## config.mk

```make
export PLATFORM = sky130hd
export DESIGN_NAME = risco5_uart_rx
export DESIGN_NICKNAME = d
export VERILOG_FILES = /design/src/rtl/risco5_uart_pkg.sv /design/src/rtl/risco5_sync_fifo.sv /design/src/rtl/risco5_uart_rx.sv
export SDC_FILE = /design/constraint.sdc
export NUM_CORES = 1
export LEC_CHECK = 0
export ABC_AREA = 1
export BUFFER_PORTS_ARGS = -buffer_cell sky130_fd_sc_hd__buf_4
export CORE_MARGIN = 1.5
export CORE_UTILIZATION = 41
export DETAILED_ROUTE_END_ITERATION = 8
export GPL_ROUTABILITY_DRIVEN = 0
export HOLD_SLACK_MARGIN = 0.12
export PLACE_DENSITY = 0.67
export SETUP_SLACK_MARGIN = 0.1
export SYNTH_ARGS = -nofsm -noshare
export SYNTH_HDL_FRONTEND = slang
export SYNTH_SLANG_ARGS = --single-unit
```

## constraint.sdc

```tcl
create_clock -name clk -period 4.2 [get_ports clk]
set_input_delay 0.63 -clock clk [delete_from_list [all_inputs] [get_ports clk]]
set_output_delay 0.63 -clock clk [all_outputs]
set_load 0.005 [all_outputs]
```

## src/rtl/risco5_uart_pkg.sv

```systemverilog
// risco5_uart_pkg
// Shared definitions for the Risco-5 UART blocks: receiver FSM state
// encoding, the data-bit width and the baud divider helper used by both
// the transmitter and the receiver.
package risco5_uart_pkg;

    typedef enum logic [1:0] {
        IDLE  = 2'd0,
        START = 2'd1,
        DATA  = 2'd2,
        STOP  = 2'd3
    } uart_rx_state_t;

    localparam int UART_DATA_BITS = 8;

    // Clock cycles per serial bit (integer division, truncating).
    function automatic int clks_per_bit(input int clk_freq, input int bit_rate);
        return clk_freq / bit_rate;
    endfunction

endpackage

```

## src/rtl/risco5_sync_fifo.sv

```systemverilog
// risco5_sync_fifo
// Single-clock FIFO used as receive storage when UART_RX_FIFO_EN is defined.
// Pointers carry one extra wrap bit so full and empty are distinguishable.
// A push while full is accepted only when a pop happens in the same cycle.
// Ports:
//   clk, rst        - clock, asynchronous active-high reset
//   push, push_data - write request and data
//   pop             - read request (ignored while empty)
//   pop_data        - oldest entry (valid while !empty)
//   empty, full     - occupancy flags
module risco5_sync_fifo #(
    parameter int DEPTH = 8,
    parameter int WIDTH = 8
) (
    input  logic             clk,
    input  logic             rst,
    input  logic             push,
    input  logic [WIDTH-1:0] push_data,
    input  logic             pop,
    output logic [WIDTH-1:0] pop_data,
    output logic             empty,
    output logic             full
);

    localparam int AW = $clog2(DEPTH);

    logic [WIDTH-1:0] mem_r [DEPTH];
    logic [AW:0]      wr_ptr_r;
    logic [AW:0]      rd_ptr_r;
    logic             do_push_s;
    logic             do_pop_s;

    assign empty     = (wr_ptr_r == rd_ptr_r);
    assign full      = (wr_ptr_r[AW] != rd_ptr_r[AW]) &&
                       (wr_ptr_r[AW-1:0] == rd_ptr_r[AW-1:0]);
    assign do_pop_s  = pop && !empty;
    // A full FIFO still takes a push when the head leaves in the same cycle.
    assign do_push_s = push && (!full || do_pop_s);
    assign pop_data  = mem_r[rd_ptr_r[AW-1:0]];

    // Pointer and storage update.
    always_ff @(posedge clk or posedge rst) begin
        if (rst) begin
            wr_ptr_r <= '0;
            rd_ptr_r <= '0;
            for (int i = 0; i < DEPTH; i++) begin
                mem_r[i] <= '0;
            end
        end else begin
            if (do_push_s) begin
                mem_r[wr_ptr_r[AW-1:0]] <= push_data;
                wr_ptr_r                <= wr_ptr_r + {{AW{1'b0}}, 1'b1};
            end
            if (do_pop_s) begin
                rd_ptr_r <= rd_ptr_r + {{AW{1'b0}}, 1'b1};
            end
        end
    end

endmodule

```

## src/rtl/risco5_uart_rx.sv

```systemverilog
// risco5_uart_rx
// 8N1 UART receiver for the Risco-5 core. Recovers frames from the rx pad,
// samples each bit mid-period and hands bytes to the peripheral bus over a
// valid/ready handshake.
// Build option: define UART_RX_FIFO_EN to replace the single holding
// register with a FIFO_DEPTH-entry FIFO (risco5_sync_fifo).
// Ports:
//   clk, rst     - system clock, asynchronous active-high reset
//   rx           - serial input (asynchronous, idle high)
//   rd_data      - oldest received byte
//   rd_valid     - rd_data holds a byte; pop when rd_valid && rd_ready
//   rd_ready     - consumer accepts the byte
//   frame_error  - one-cycle pulse, stop bit sampled low
//   overrun      - one-cycle pulse, good byte dropped because storage full
//   busy         - receiver FSM is not idle
module risco5_uart_rx
    import risco5_uart_pkg::*;
#(
    parameter int CLK_FREQ   = 25_000_000,
    parameter int BIT_RATE   = 115200,
    parameter int FIFO_DEPTH = 8
) (
    input  logic       clk,
    input  logic       rst,
    input  logic       rx,
    output logic [7:0] rd_data,
    output logic       rd_valid,
    input  logic       rd_ready,
    output logic       frame_error,
    output logic       overrun,
    output logic       busy
);

    // CLKS_PER_BIT must be at least 4 for the half-bit start alignment.
    localparam int CLKS_PER_BIT = clks_per_bit(CLK_FREQ, BIT_RATE);
    localparam int CNT_W        = $clog2(CLKS_PER_BIT);
    localparam logic [CNT_W-1:0] CNT_FULL = CNT_W'(CLKS_PER_BIT - 1);
    localparam logic [CNT_W-1:0] CNT_HALF = CNT_W'(CLKS_PER_BIT / 2 - 1);
    localparam logic [CNT_W-1:0] CNT_ZERO = {CNT_W{1'b0}};
    localparam logic [CNT_W-1:0] CNT_ONE  = CNT_W'(1);

    logic                      rx_meta_r;
    logic                      rx_s_r;
    uart_rx_state_t            state_r, state_next;
    logic [CNT_W-1:0]          baud_cnt_r, baud_cnt_next;
    logic [2:0]                bit_idx_r, bit_idx_next;
    logic [UART_DATA_BITS-1:0] shift_r, shift_next;
    logic                      push_s;
    logic                      frame_err_s;
    logic                      overrun_s;
    logic                      pop_s;
    logic                      busy_r;
    logic                      frame_error_r;
    logic                      overrun_r;

    assign busy        = busy_r;
    assign frame_error = frame_error_r;
    assign overrun     = overrun_r;
    assign pop_s       = rd_valid && rd_ready;

    // Two-flop synchronizer; resets to the idle (high) line level.
    always_ff @(posedge clk or posedge rst) begin
        if (rst) begin
            rx_meta_r <= 1'b1;
            rx_s_r    <= 1'b1;
        end else begin
            rx_meta_r <= rx;
            rx_s_r    <= rx_meta_r;
        end
    end

    // Receiver FSM next-state and datapath decode.
    always_comb begin
        state_next    = state_r;
        baud_cnt_next = baud_cnt_r;
        bit_idx_next  = bit_idx_r;
        shift_next    = shift_r;
        push_s        = 1'b0;
        frame_err_s   = 1'b0;
        case (state_r)
            IDLE: begin
                if (!rx_s_r) begin
                    baud_cnt_next = CNT_HALF;
                    state_next    = START;
                end else begin
                    state_next = IDLE;
                end
            end
            START: begin
                if (baud_cnt_r == CNT_ZERO) begin
                    if (!rx_s_r) begin
                        baud_cnt_next = CNT_FULL;
                        bit_idx_next  = 3'd0;
                        state_next    = DATA;
                    end else begin
                        // Glitch shorter than half a bit: false start.
                        state_next = IDLE;
                    end
                end else begin
                    baud_cnt_next = baud_cnt_r - CNT_ONE;
                end
            end
            DATA: begin
                if (baud_cnt_r == CNT_ZERO) begin
                    shift_next    = {rx_s_r, shift_r[UART_DATA_BITS-1:1]};
                    baud_cnt_next = CNT_FULL;
                    if (bit_idx_r == 3'd7) begin
                        state_next = STOP;
                    end else begin
                        bit_idx_next = bit_idx_r + 3'd1;
                    end
                end else begin
                    baud_cnt_next = baud_cnt_r - CNT_ONE;
                end
            end
            STOP: begin
                if (baud_cnt_r == CNT_ZERO) begin
                    // Leave at mid stop bit so a following start edge is not missed.
                    state_next = IDLE;
                    if (rx_s_r) begin
                        push_s = 1'b1;
                    end else begin
                        frame_err_s = 1'b1;
                    end
                end else begin
                    baud_cnt_next = baud_cnt_r - CNT_ONE;
                end
            end
            default: begin
                state_next = IDLE;
            end
        endcase
    end

    // Receiver FSM and datapath registers.
    always_ff @(posedge clk or posedge rst) begin
        if (rst) begin
            state_r    <= IDLE;
            baud_cnt_r <= CNT_ZERO;
            bit_idx_r  <= 3'd0;
            shift_r    <= {UART_DATA_BITS{1'b0}};
        end else begin
            state_r    <= state_next;
            baud_cnt_r <= baud_cnt_next;
            bit_idx_r  <= bit_idx_next;
            shift_r    <= shift_next;
        end
    end

    // Registered status pulses and busy flag.
    always_ff @(posedge clk or posedge rst) begin
        if (rst) begin
            busy_r        <= 1'b0;
            frame_error_r <= 1'b0;
            overrun_r     <= 1'b0;
        end else begin
            busy_r        <= (state_next != IDLE);
            frame_error_r <= frame_err_s;
            overrun_r     <= overrun_s;
        end
    end

`ifdef UART_RX_FIFO_EN
    logic                      fifo_empty_s;
    logic                      fifo_full_s;
    logic [UART_DATA_BITS-1:0] fifo_data_s;

    risco5_sync_fifo #(
        .DEPTH (FIFO_DEPTH),
        .WIDTH (UART_DATA_BITS)
    ) u_fifo (
        .clk       (clk),
        .rst       (rst),
        .push      (push_s),
        .push_data (shift_r),
        .pop       (rd_ready),
        .pop_data  (fifo_data_s),
        .empty     (fifo_empty_s),
        .full      (fifo_full_s)
    );

    assign rd_valid  = !fifo_empty_s;
    assign rd_data   = fifo_data_s;
    assign overrun_s = push_s && fifo_full_s && !pop_s;
`else
    logic                      hold_valid_r;
    logic [UART_DATA_BITS-1:0] hold_data_r;

    assign rd_valid  = hold_valid_r;
    assign rd_data   = hold_data_r;
    assign overrun_s = push_s && hold_valid_r && !pop_s;

    // Single holding register; a same-cycle pop frees the slot for the push.
    always_ff @(posedge clk or posedge rst) begin
        if (rst) begin
            hold_valid_r <= 1'b0;
            hold_data_r  <= {UART_DATA_BITS{1'b0}};
        end else if (push_s && (!hold_valid_r || pop_s)) begin
            hold_valid_r <= 1'b1;
            hold_data_r  <= shift_r;
        end else if (pop_s) begin
            hold_valid_r <= 1'b0;
        end else begin
            hold_valid_r <= hold_valid_r;
        end
    end
`endif

endmodule

```

==> flow_summary.json, run 1 <==
{
  "outcome": "completed",
  "total_power_mw": 0.6548,
  "switching_share_pct": 20.87,
  "synth.most_common_cell": "nand2_1",
  "cp.arrival_ns": 1.86,
  "cts_buffer_depth": 2,
  "dp_cells": 274,
  "end_kind": "flop",
  "netlist.area_leader.share_pct": 45.67,
  "cts_made_buffers": 5,
  "synth_edf_count": 0,
  "synth_top_family_by_area": "simple AND/OR/NAND/NOR gates",
  "clkTransAtPathRegs_ns": 0.07,
  "hold_path_class": "reg2reg",
  "die_x_um": 69.41,
  "fin_crit_sh_pct": 40.05,
  "slowest_delay_ns": 0.38,
  "drtIter0Drc": 46,
  "critPathMaxFanout": 17,
  "required_ns": 4.37,
  "synth_top_area_cell": "dfrtp_1",
  "start_kind": "flop",
  "cts_root_buffer": "clkbuf_8",
  "cellPowerDensity_nw_per_um2": 314.7,
  "clkSinkCount": 35,
  "fin_crit_ns": 1.682,
  "initial_core_util_pct": 43.93,
  "cp_cell_sequence": "inv_1, ha_1, nand2_2, nor2_8, nand4_4, nand2_1, o21ai_2",
  "fin_cells": 282,
  "synthesis.nets": 223,
  "synthMuxAreaShare_pct": 0,
  "fin_nets": 244,
  "grt_overflow_total": 0,
  "clk-insertion-delay-late_ns": 0.29,
  "drt_wl_total_mm": 3.247,
  "maxSlewViolCount": 0,
  "dieArea_sq_um": 4817,
  "rsz0062_at_grt": "no",
  "postSynthCellCount": 210,
  "layout-drive-gt1-share_pct": 20.26,
  "synth_compound_area_share_pct": 10.38,
  "worst_slew_pin_slew_ns": 0.4398,
  "h-tree-depth": 2,
  "skew_ns": 0.003274,
  "syn_avg_cell_area_sq_um": 8.609,
  "fmax_mhz": 594.5,
  "ir_drop_mv": 0.1778,
  "cp_slowest_cell": "dfrtp_1",
  "fin_util_pct": 50.56,
  "ctsHoldBuffers": 0,
  "synthArstFlopShare_pct": 100.0,
  "cts_setup_buffers": 0,
  "synth_adder_area_share_pct": 6.228,
  "ys.warnings.count": 0,
  "firstDrtPassIters": 4,
  "wl_per_cell_um": 11.51,
  "synth_area_leaders": "dfrtp_1 (46%), nand2_1 (13%), ha_1 (6.2%)",
  "whs_ns": 0.3652,
  "fin_ws_ns": 2.518,
  "syn2layout_area_growth_pct": 15.09,
  "ys_types": 25,
  "via_count": 1362,
  "p_sw_mw": 0.1367,
  "post-route-drc-count": 0,
  "antenna_found_initial": 0,
  "viasPerCell": 4.830,
  "p_clk_share_pct": 46.5,
  "synth-simple-area-share_pct": 26.64,
  "grt_first_pass_wirelength_mm": 5.885,
  "p_comb_share_pct": 1.6,
  "path_class": "reg2reg",
  "seq_power_share_pct": 51.9,
  "grtUsageTotal_pct": 15.16,
  "setup-tns-final_ns": 0,
  "io_buffers": 15,
  "synth-seq-cells": 35,
  "place_ws_ns": 2.512,
  "cellLeakagePower_nw": 1.126,
  "ant_nets": 0,
  "io_pins": 16,
  "diodes": 0,
  "grt_max_degree": 36,
  "hold_viol_final": 0,
  "placed_cell_area_sq_um": 1968,
  "ys_seq_area_share_pct": 48.58,
  "die_h_um": 69.41,
  "synth_xor_area_share_pct": 0.4844,
  "grt_pass1_vias": 1345,
  "tritoncts": "built",
  "p_int_mw": 0.5181,
  "maxCapViolCount": 0,
  "core_sq_um": 4115,
  "num_rows": 23,
  "finalSetupViolCount": 0,
  "rrSetupSlack_ns": 2.52,
  "slew_headroom_pct": 70.68,
  "design_area_sq_um": 2081,
  "ctsResizeCount": 0,
  "synth_commonest_cells": "nand2_1 (65), dfrtp_1 (33), inv_1 (30)",
  "dpl.hpwl_mm": 2.345,
  "ys.flop_type": "dfrtp_1",
  "syn_area_sq_um": 1808
}
[kinds of logic (layout without fill, tap and decap cells)]
group	count (synthesis)	after routing
AOI/OAI and AO/OA	29	29
xor gates and xnor gates	1	1
adders and majority gates	9	9
buffers and inverters	33	55
DFF	35	35
and+or+nand+nor	103	103
[worst max-delay path: cells and delay by family, from the launching register on]
| kind | cells | cell delay, ns |
|---|---|---|
| compound gates | 1 | 0.06 |
| fa+ha+maj | 1 | 0.20 |
| buf+inv | 1 | 0.15 |
| flops | 1 | 0.38 |
| simple gates | 4 | 0.77 |
[cell type report]
type	instances	area, sq um
timing repair buffer	16	120.1
clock buffer	5	68.82
multi-input combinational	142	790.8
sequential	35	878.3
tap	50	62.56
inverter	31	116.4
fill	387	2034
clock inverter	3	43.79
[registers in the layout, indices dropped and copies added, names as in the netlist]
name,cells
state_r,2
rd_data,8
frame_error,1
overrun,1
shift_r,8
baud_cnt_r,8
rd_valid,1
rx_meta_r,1
rx_s_r,1
bit_idx_r,3
busy,1
[worst paths after layout]
kind	startpoint	endpoint	cells after the start
hold / removal	rx_meta_r	rx_s_r	0
hold reg to reg	rx_meta_r	rx_s_r	0
min in group asynchronous	rst	rd_data[1]	3
setup reg to reg	baud_cnt_r[0]	rd_data[7]	7
setup / recovery	baud_cnt_r[0]	rd_data[7]	7
max in group asynchronous	rst	rx_meta_r	3
[power groups by stage]
stage	clock network, mW	registers [mW]	logic (mW)
3_3_place_gp	0	0.346	0.0114
4_1_cts	0.314	0.340	0.0114
3_5_place_dp	0	0.346	0.0114
5_1_grt	0.322	0.340	0.0126
6_report	0.304	0.340	0.0106
2_1_floorplan	0	0.346	0.00621
[cell usage in the layout (no fill, tap or decap)]
cell,instances
nand4_1,2
nor4_1,1
clkinv_4,1
inv_1,30
nor3_1,1
xor2_1,1
o2111ai_2,1
clkinv_2,1
nand4_4,1
o21ai_2,8
nor2_4,1
a21oi_1,6
bufinv_16,1
inv_2,1
dfrtp_1,33
clkbuf_8,5
buf_4,16
nand2_1,65
nand3_1,12
o21ai_0,13
nand2_4,2
o21bai_1,1
ha_1,9
nor2_1,11
nor2_2,2
nand2_2,3
or2_2,1
nor2_8,1
dfstp_2,2
[per-layer routing]
metal | routed length [um] | up-vias | share of wire, % | GRT usage (%)
met1 | 1518 | 614 | 47 | 19.01
met5 | 0 | - | 0 | 0
li1 | - | 703 | - | -
met3 | 157 | 5 | 4.8 | 4.360
met2 | 1506 | 40 | 46 | 24.04
met4 | 64 | 0 | 2.0 | 7.190
(Power assumes the default switching activity.)
==> run 2: changes to the inputs <==
==> constraint.sdc (replaced) <==
create_clock -name clk -period 1.7 [get_ports clk]
set_input_delay 0.255 -clock clk [delete_from_list [all_inputs] [get_ports clk]]
set_output_delay 0.255 -clock clk [all_outputs]
set_load 0.005 [all_outputs]
==> run 2 against run 1 <==
  * Combinational power increased to 2.8 times the previous value
  * Register-to-register slack got worse by 2.3 ns
  * Die area unchanged
  * Global-route usage decreased by 0.24 points
  * Flip-flop and latch count unchanged
  * Final cell count increased by 4.3%
  * Cell area increased by 5.7%
==> flow_summary.json, run 2 (synthesis results as in run 1) <==
{
  "core_sq_um": 4115,
  "cts_root_buffer": "clkbuf_8",
  "slew_headroom_pct": 71.02,
  "grtUsageTotal_pct": 14.91,
  "drtIter0Drc": 36,
  "post-route-drc-count": 0,
  "start_kind": "flop",
  "r2r_end": "baud_cnt_r[6]",
  "io_buffers": 15,
  "fillers": 391,
  "tritoncts": "built",
  "grt_overflow_total": 0,
  "dpl.hpwl_mm": 2.410,
  "syn2layout_area_growth_pct": 21.66,
  "layout_commonest_cell": "nand2_1",
  "reg2reg_depth": 9,
  "grt_max_degree": 36,
  "setup-tns-final_ns": 0,
  "drt_wl_total_mm": 3.346,
  "cts_made_buffers": 5,
  "clk-insertion-delay-late_ns": 0.29,
  "antenna_found_initial": 0,
  "cts_buffer_depth": 2,
  "hold_path_end": "rd_valid",
  "initial_core_util_pct": 43.93,
  "most-common-layout-cells": "nand2_1 (65), dfrtp_1 (32), inv_1 (30)",
  "cellPowerDensity_nw_per_um2": 733.8,
  "layout-drive-gt1-share_pct": 24.59,
  "design_area_sq_um": 2200,
  "die_h_um": 69.41,
  "dieArea_sq_um": 4817,
  "num_rows": 23,
  "fin_crit_sh_pct": 89.44,
  "skew_ns": 0.007417,
  "end_kind": "flop",
  "clkSinkCount": 35,
  "fmax_mhz": 657.7,
  "fin_crit_ns": 1.521,
  "cp.arrival_ns": 1.73,
  "total_power_mw": 1.614,
  "rsz0062_at_grt": "no",
  "hold_viol_final": 0,
  "hp-start": "rd_ready",
  "grt_pass1_vias": 1280,
  "viasPerCell": 4.731,
  "cellLeakagePower_nw": 1.185,
  "hold_path_class": "in2reg",
  "path_class": "reg2reg",
  "die_x_um": 69.41,
  "rrSetupSlack_ns": 0.18,
  "fin_nets": 256,
  "ir_drop_mv": 0.3371,
  "worst_slew_pin_slew_ns": 0.4347,
  "outcome": "completed",
  "io_pins": 16,
  "finalSetupViolCount": 0,
  "maxSlewViolCount": 0,
  "grt_first_pass_wirelength_mm": 5.685,
  "wl_per_cell_um": 11.38,
  "via_count": 1391,
  "maxCapViolCount": 0,
  "h-tree-depth": 2,
  "ant_nets": 0,
  "firstDrtPassIters": 4,
  "hold_path_depth": 4,
  "required_ns": 1.91,
  "critPathMaxFanout": 8,
  "clkTransAtPathRegs_ns": 0.07,
  "placed_cell_area_sq_um": 2006,
  "r2r-start": "baud_cnt_r[1]",
  "diodes": 0
}
run 2: cell type report:
cell class,instances,area [sq um],share of cell area (%)
Clock buffer,5,68.82,3.129
Clock inverter,3,43.79,1.991
Timing Repair Buffer,28,227.7,10.35
Tap cell,50,62.56,2.844
Sequential cell,35,879.6,39.99
Inverter,31,116.4,5.290
Multi-Input combinational cell,142,800.8,36.40
run 2: worst max path at each step:
stage                     cells after the start     startpoint  slack [ns]       endpoint
after floorplan                               8  baud_cnt_r[0]        0.25     rd_data[0]
after global placement                        7  baud_cnt_r[1]        0.15     rd_data[7]
after detailed placement                      7  baud_cnt_r[1]        0.10     rd_data[5]
after CTS                                     9  baud_cnt_r[1]        0.12  baud_cnt_r[6]
after global routing                          9     state_r[1]         0.1  baud_cnt_r[6]
final                                         9  baud_cnt_r[1]        0.18  baud_cnt_r[6]
run 2: power breakdown:
group | internal [mW] | switching (mW) | leakage [nW] | total (mW)
Clock | 0.436 | 0.308 | 0.0581 | 0.745
Sequential | 0.837 | 0.00287 | 0.446 | 0.839
Combinational | 0.0101 | 0.0198 | 0.681 | 0.0299
Total | 1.28 | 0.331 | 1.18 | 1.61
run 2: repair_timing:
item,4_1_cts,5_1_grt
setup endpoints to repair,3,8
resized for setup,0,5
pin swaps,1,3
buffers inserted,1,4
hold buffers,2,0
endpoints found under the hold margin,34,0
run 2: routing by layer:
metal,GRT usage [%],vias up,share of wire [%]
met4,8.715,0,2.6
li1,-,728,-
met1,19.46,619,47
met2,22.65,38,46
met3,3.343,6,4.7
met5,0,-,0
run 2: worst max-delay path: stages, from the launching register on:
cell and delay, ns:
dfrtp_1 0.40, inv_1 0.08, ha_1 0.15, nand2_2 0.10, nor2_8 0.16, nand2_1 0.08
nand2_2 0.11, nor2_2 0.04, buf_4 0.16, a21oi_1 0.15
run 2: stage by stage:
stage	utilization (%)	hold slack [ns]	cells	setup WS [ns]
final	53.45	0.3551	294	0.1795
after global placement	48.74	0.3480	279	0.1503
after floorplan	-	0.2595	210	0.2505
after CTS	52.45	0.3453	290	0.1235
after global routing	53.45	0.3641	294	0.09601
after detailed placement	48.74	0.3509	279	0.1006
==> run 3: changes to the inputs <==
--- a/config.mk
+++ b/config.mk
@@ -9,6 +9,7 @@
 export BUFFER_PORTS_ARGS = -buffer_cell sky130_fd_sc_hd__buf_4
 export CORE_MARGIN = 1.5
 export CORE_UTILIZATION = 41
+export CTS_BUF_LIST = sky130_fd_sc_hd__clkbuf_16
 export DETAILED_ROUTE_END_ITERATION = 8
 export GPL_ROUTABILITY_DRIVEN = 0
 export HOLD_SLACK_MARGIN = 0.12
==> run 3 against run 2 <==
  * Critical path depth fell by 4
  * Non-clock buffer count shrank 2
  * Flip-flop and latch count is the same
  * Register-to-register slack worse by 0.02 ns
  * Global-route usage up 0.40 points
  * Fmax decreased by 1.3%
  * Total power grew 19%
  * Utilization up 0.94 points
  * Via count fell by 1.2%
  * Worst hold slack improved by 0.0033 ns
  * Critical path type unchanged
==> flow_summary.json, run 3 (synthesis results as in run 1) <==
{
  "outcome": "completed",
  "design_area_sq_um": 2238,
  "end_kind": "flop",
  "start_kind": "flop",
  "fillers": 382,
  "fin_util_pct": 54.39,
  "setup-tns-final_ns": 0,
  "hold_path_class": "reg2reg",
  "cts_made_buffers": 5,
  "diodes": 0,
  "drtIter0Drc": 50,
  "skew_ns": 0.005149,
  "use_met2_pct": 22.54,
  "fin_ws_ns": 0.1601,
  "grt_max_degree": 36,
  "core_sq_um": 4115,
  "cp_slowest_cell": "dfrtp_1",
  "reg2reg_depth": 5,
  "grt_overflow_total": 0,
  "grt.busiest_layer": "met2",
  "cts_root_buffer": "clkbuf_16",
  "critPathMaxFanout": 7,
  "r2r_end": "bit_idx_r[0]",
  "die_h_um": 69.41,
  "path_class": "reg2reg",
  "cellLeakagePower_nw": 1.203,
  "multiInputGateArea_sq_um": 798.3,
  "wl_per_cell_um": 11.62,
  "hold_path_end": "rx_s_r",
  "fin_crit_sh_pct": 90.58,
  "required_ns": 1.90,
  "layout_commonest_cell": "nand2_1",
  "hold_viol_final": 0,
  "viasPerCell": 4.709,
  "grt_first_pass_wirelength_mm": 5.699,
  "rsz0062_at_grt": "yes",
  "ir_drop_mv": 0.5372,
  "die_x_um": 69.41,
  "finalSetupViolCount": 0,
  "cts_buffer_depth": 2,
  "rrSetupSlack_ns": 0.16,
  "crit_top_cell": "inv_1",
  "slew_headroom_pct": 70.72,
  "cp.arrival_ns": 1.74,
  "clk-insertion-delay-late_ns": 0.28,
  "antenna_found_initial": 0,
  "drt_wl_total_mm": 3.393,
  "maxSlewViolCount": 0,
  "use_met3_pct": 5.523,
  "io_pins": 16,
  "dp_cells": 279,
  "h-tree-depth": 2,
  "firstDrtPassIters": 4,
  "clkTransAtPathRegs_ns": 0.05,
  "worst_slew_pin_slew_ns": 0.4392,
  "r2r-start": "state_r[0]",
  "grtUsageTotal_pct": 15.31,
  "fin_crit_ns": 1.540,
  "ant_nets": 0,
  "fin_nets": 254,
  "grt_pass1_vias": 1274,
  "clkSinkCount": 35,
  "maxCapViolCount": 0,
  "place_ws_ns": 0.1006,
  "post-route-drc-count": 0,
  "num_rows": 23,
  "fmax_mhz": 649.4,
  "syn2layout_area_growth_pct": 23.81,
  "fin_cells": 292,
  "dieArea_sq_um": 4817,
  "initial_core_util_pct": 43.93,
  "dpl.hpwl_mm": 2.410,
  "io_buffers": 15,
  "tritoncts": "built",
  "regArea_sq_um": 879.6,
  "use_met1_pct": 19.37,
  "cp_cell_sequence": "inv_1, ha_1, inv_1, or2_2, o21ai_0",
  "via_count": 1375,
  "placed_cell_area_sq_um": 2006,
  "hp-start": "rx_meta_r",
  "layout-drive-gt1-share_pct": 23.55,
  "slowest_delay_ns": 0.41,
  "cellPowerDensity_nw_per_um2": 855.5,
  "total_power_mw": 1.915,
  "whs_ns": 0.3584,
  "hold_path_depth": 0,
  "most-common-layout-cells": "nand2_1 (65), dfrtp_1 (32), inv_1 (30)"
}
-- run 3: report_power, final --
part | switching, mW | internal (mW)
clock network | 0.353 | 0.690
logic | 0.0201 | 0.0101
registers | 0.00285 | 0.838
total | 0.376 | 1.54
-- run 3: layer usage --
metal  up-vias  part of all wire [%]  wire length [um]
li1        725                     -                 -
met1       614                    47              1611
met2        27                    45              1514
met3         9                   4.9               167
met4         0                   2.9                99
met5         -                     0                 0
-- run 3: worst max-delay path, delay by kind of cell (launching register included) --
kind / cells / cell delay, ns
compound gates: 1 / 0.17
buf+inv: 2 / 0.24
fa+ha+maj: 1 / 0.36
flops: 1 / 0.41
simple gates: 1 / 0.28
-- run 3: cell type report --
type | count | share of cell area, %
timing repair buffer | 26 | 9.503
sequential | 35 | 39.30
clock buffer | 5 | 5.590
multi-input combinational | 142 | 35.66
inverter | 31 | 5.198
clock inverter | 3 | 1.956
tap | 50 | 2.795
-- run 3: what timing repair did --
action,CTS,global route
gates resized for setup,0,4
buffers inserted,1,2
pin swaps,1,2
setup endpoints to repair,2,8
hold buffers,2,0
hold endpoints to repair,34,0
-- run 3: worst max path at each step --
stage             startpoint            end  slack [ns]
3_3_place_gp   baud_cnt_r[1]     rd_data[7]        0.15
5_1_grt           state_r[1]  baud_cnt_r[6]        0.07
6_report          state_r[0]   bit_idx_r[0]        0.16
3_5_place_dp   baud_cnt_r[1]     rd_data[5]        0.10
2_1_floorplan  baud_cnt_r[0]     rd_data[0]        0.25
4_1_cts        baud_cnt_r[1]  baud_cnt_r[6]        0.13
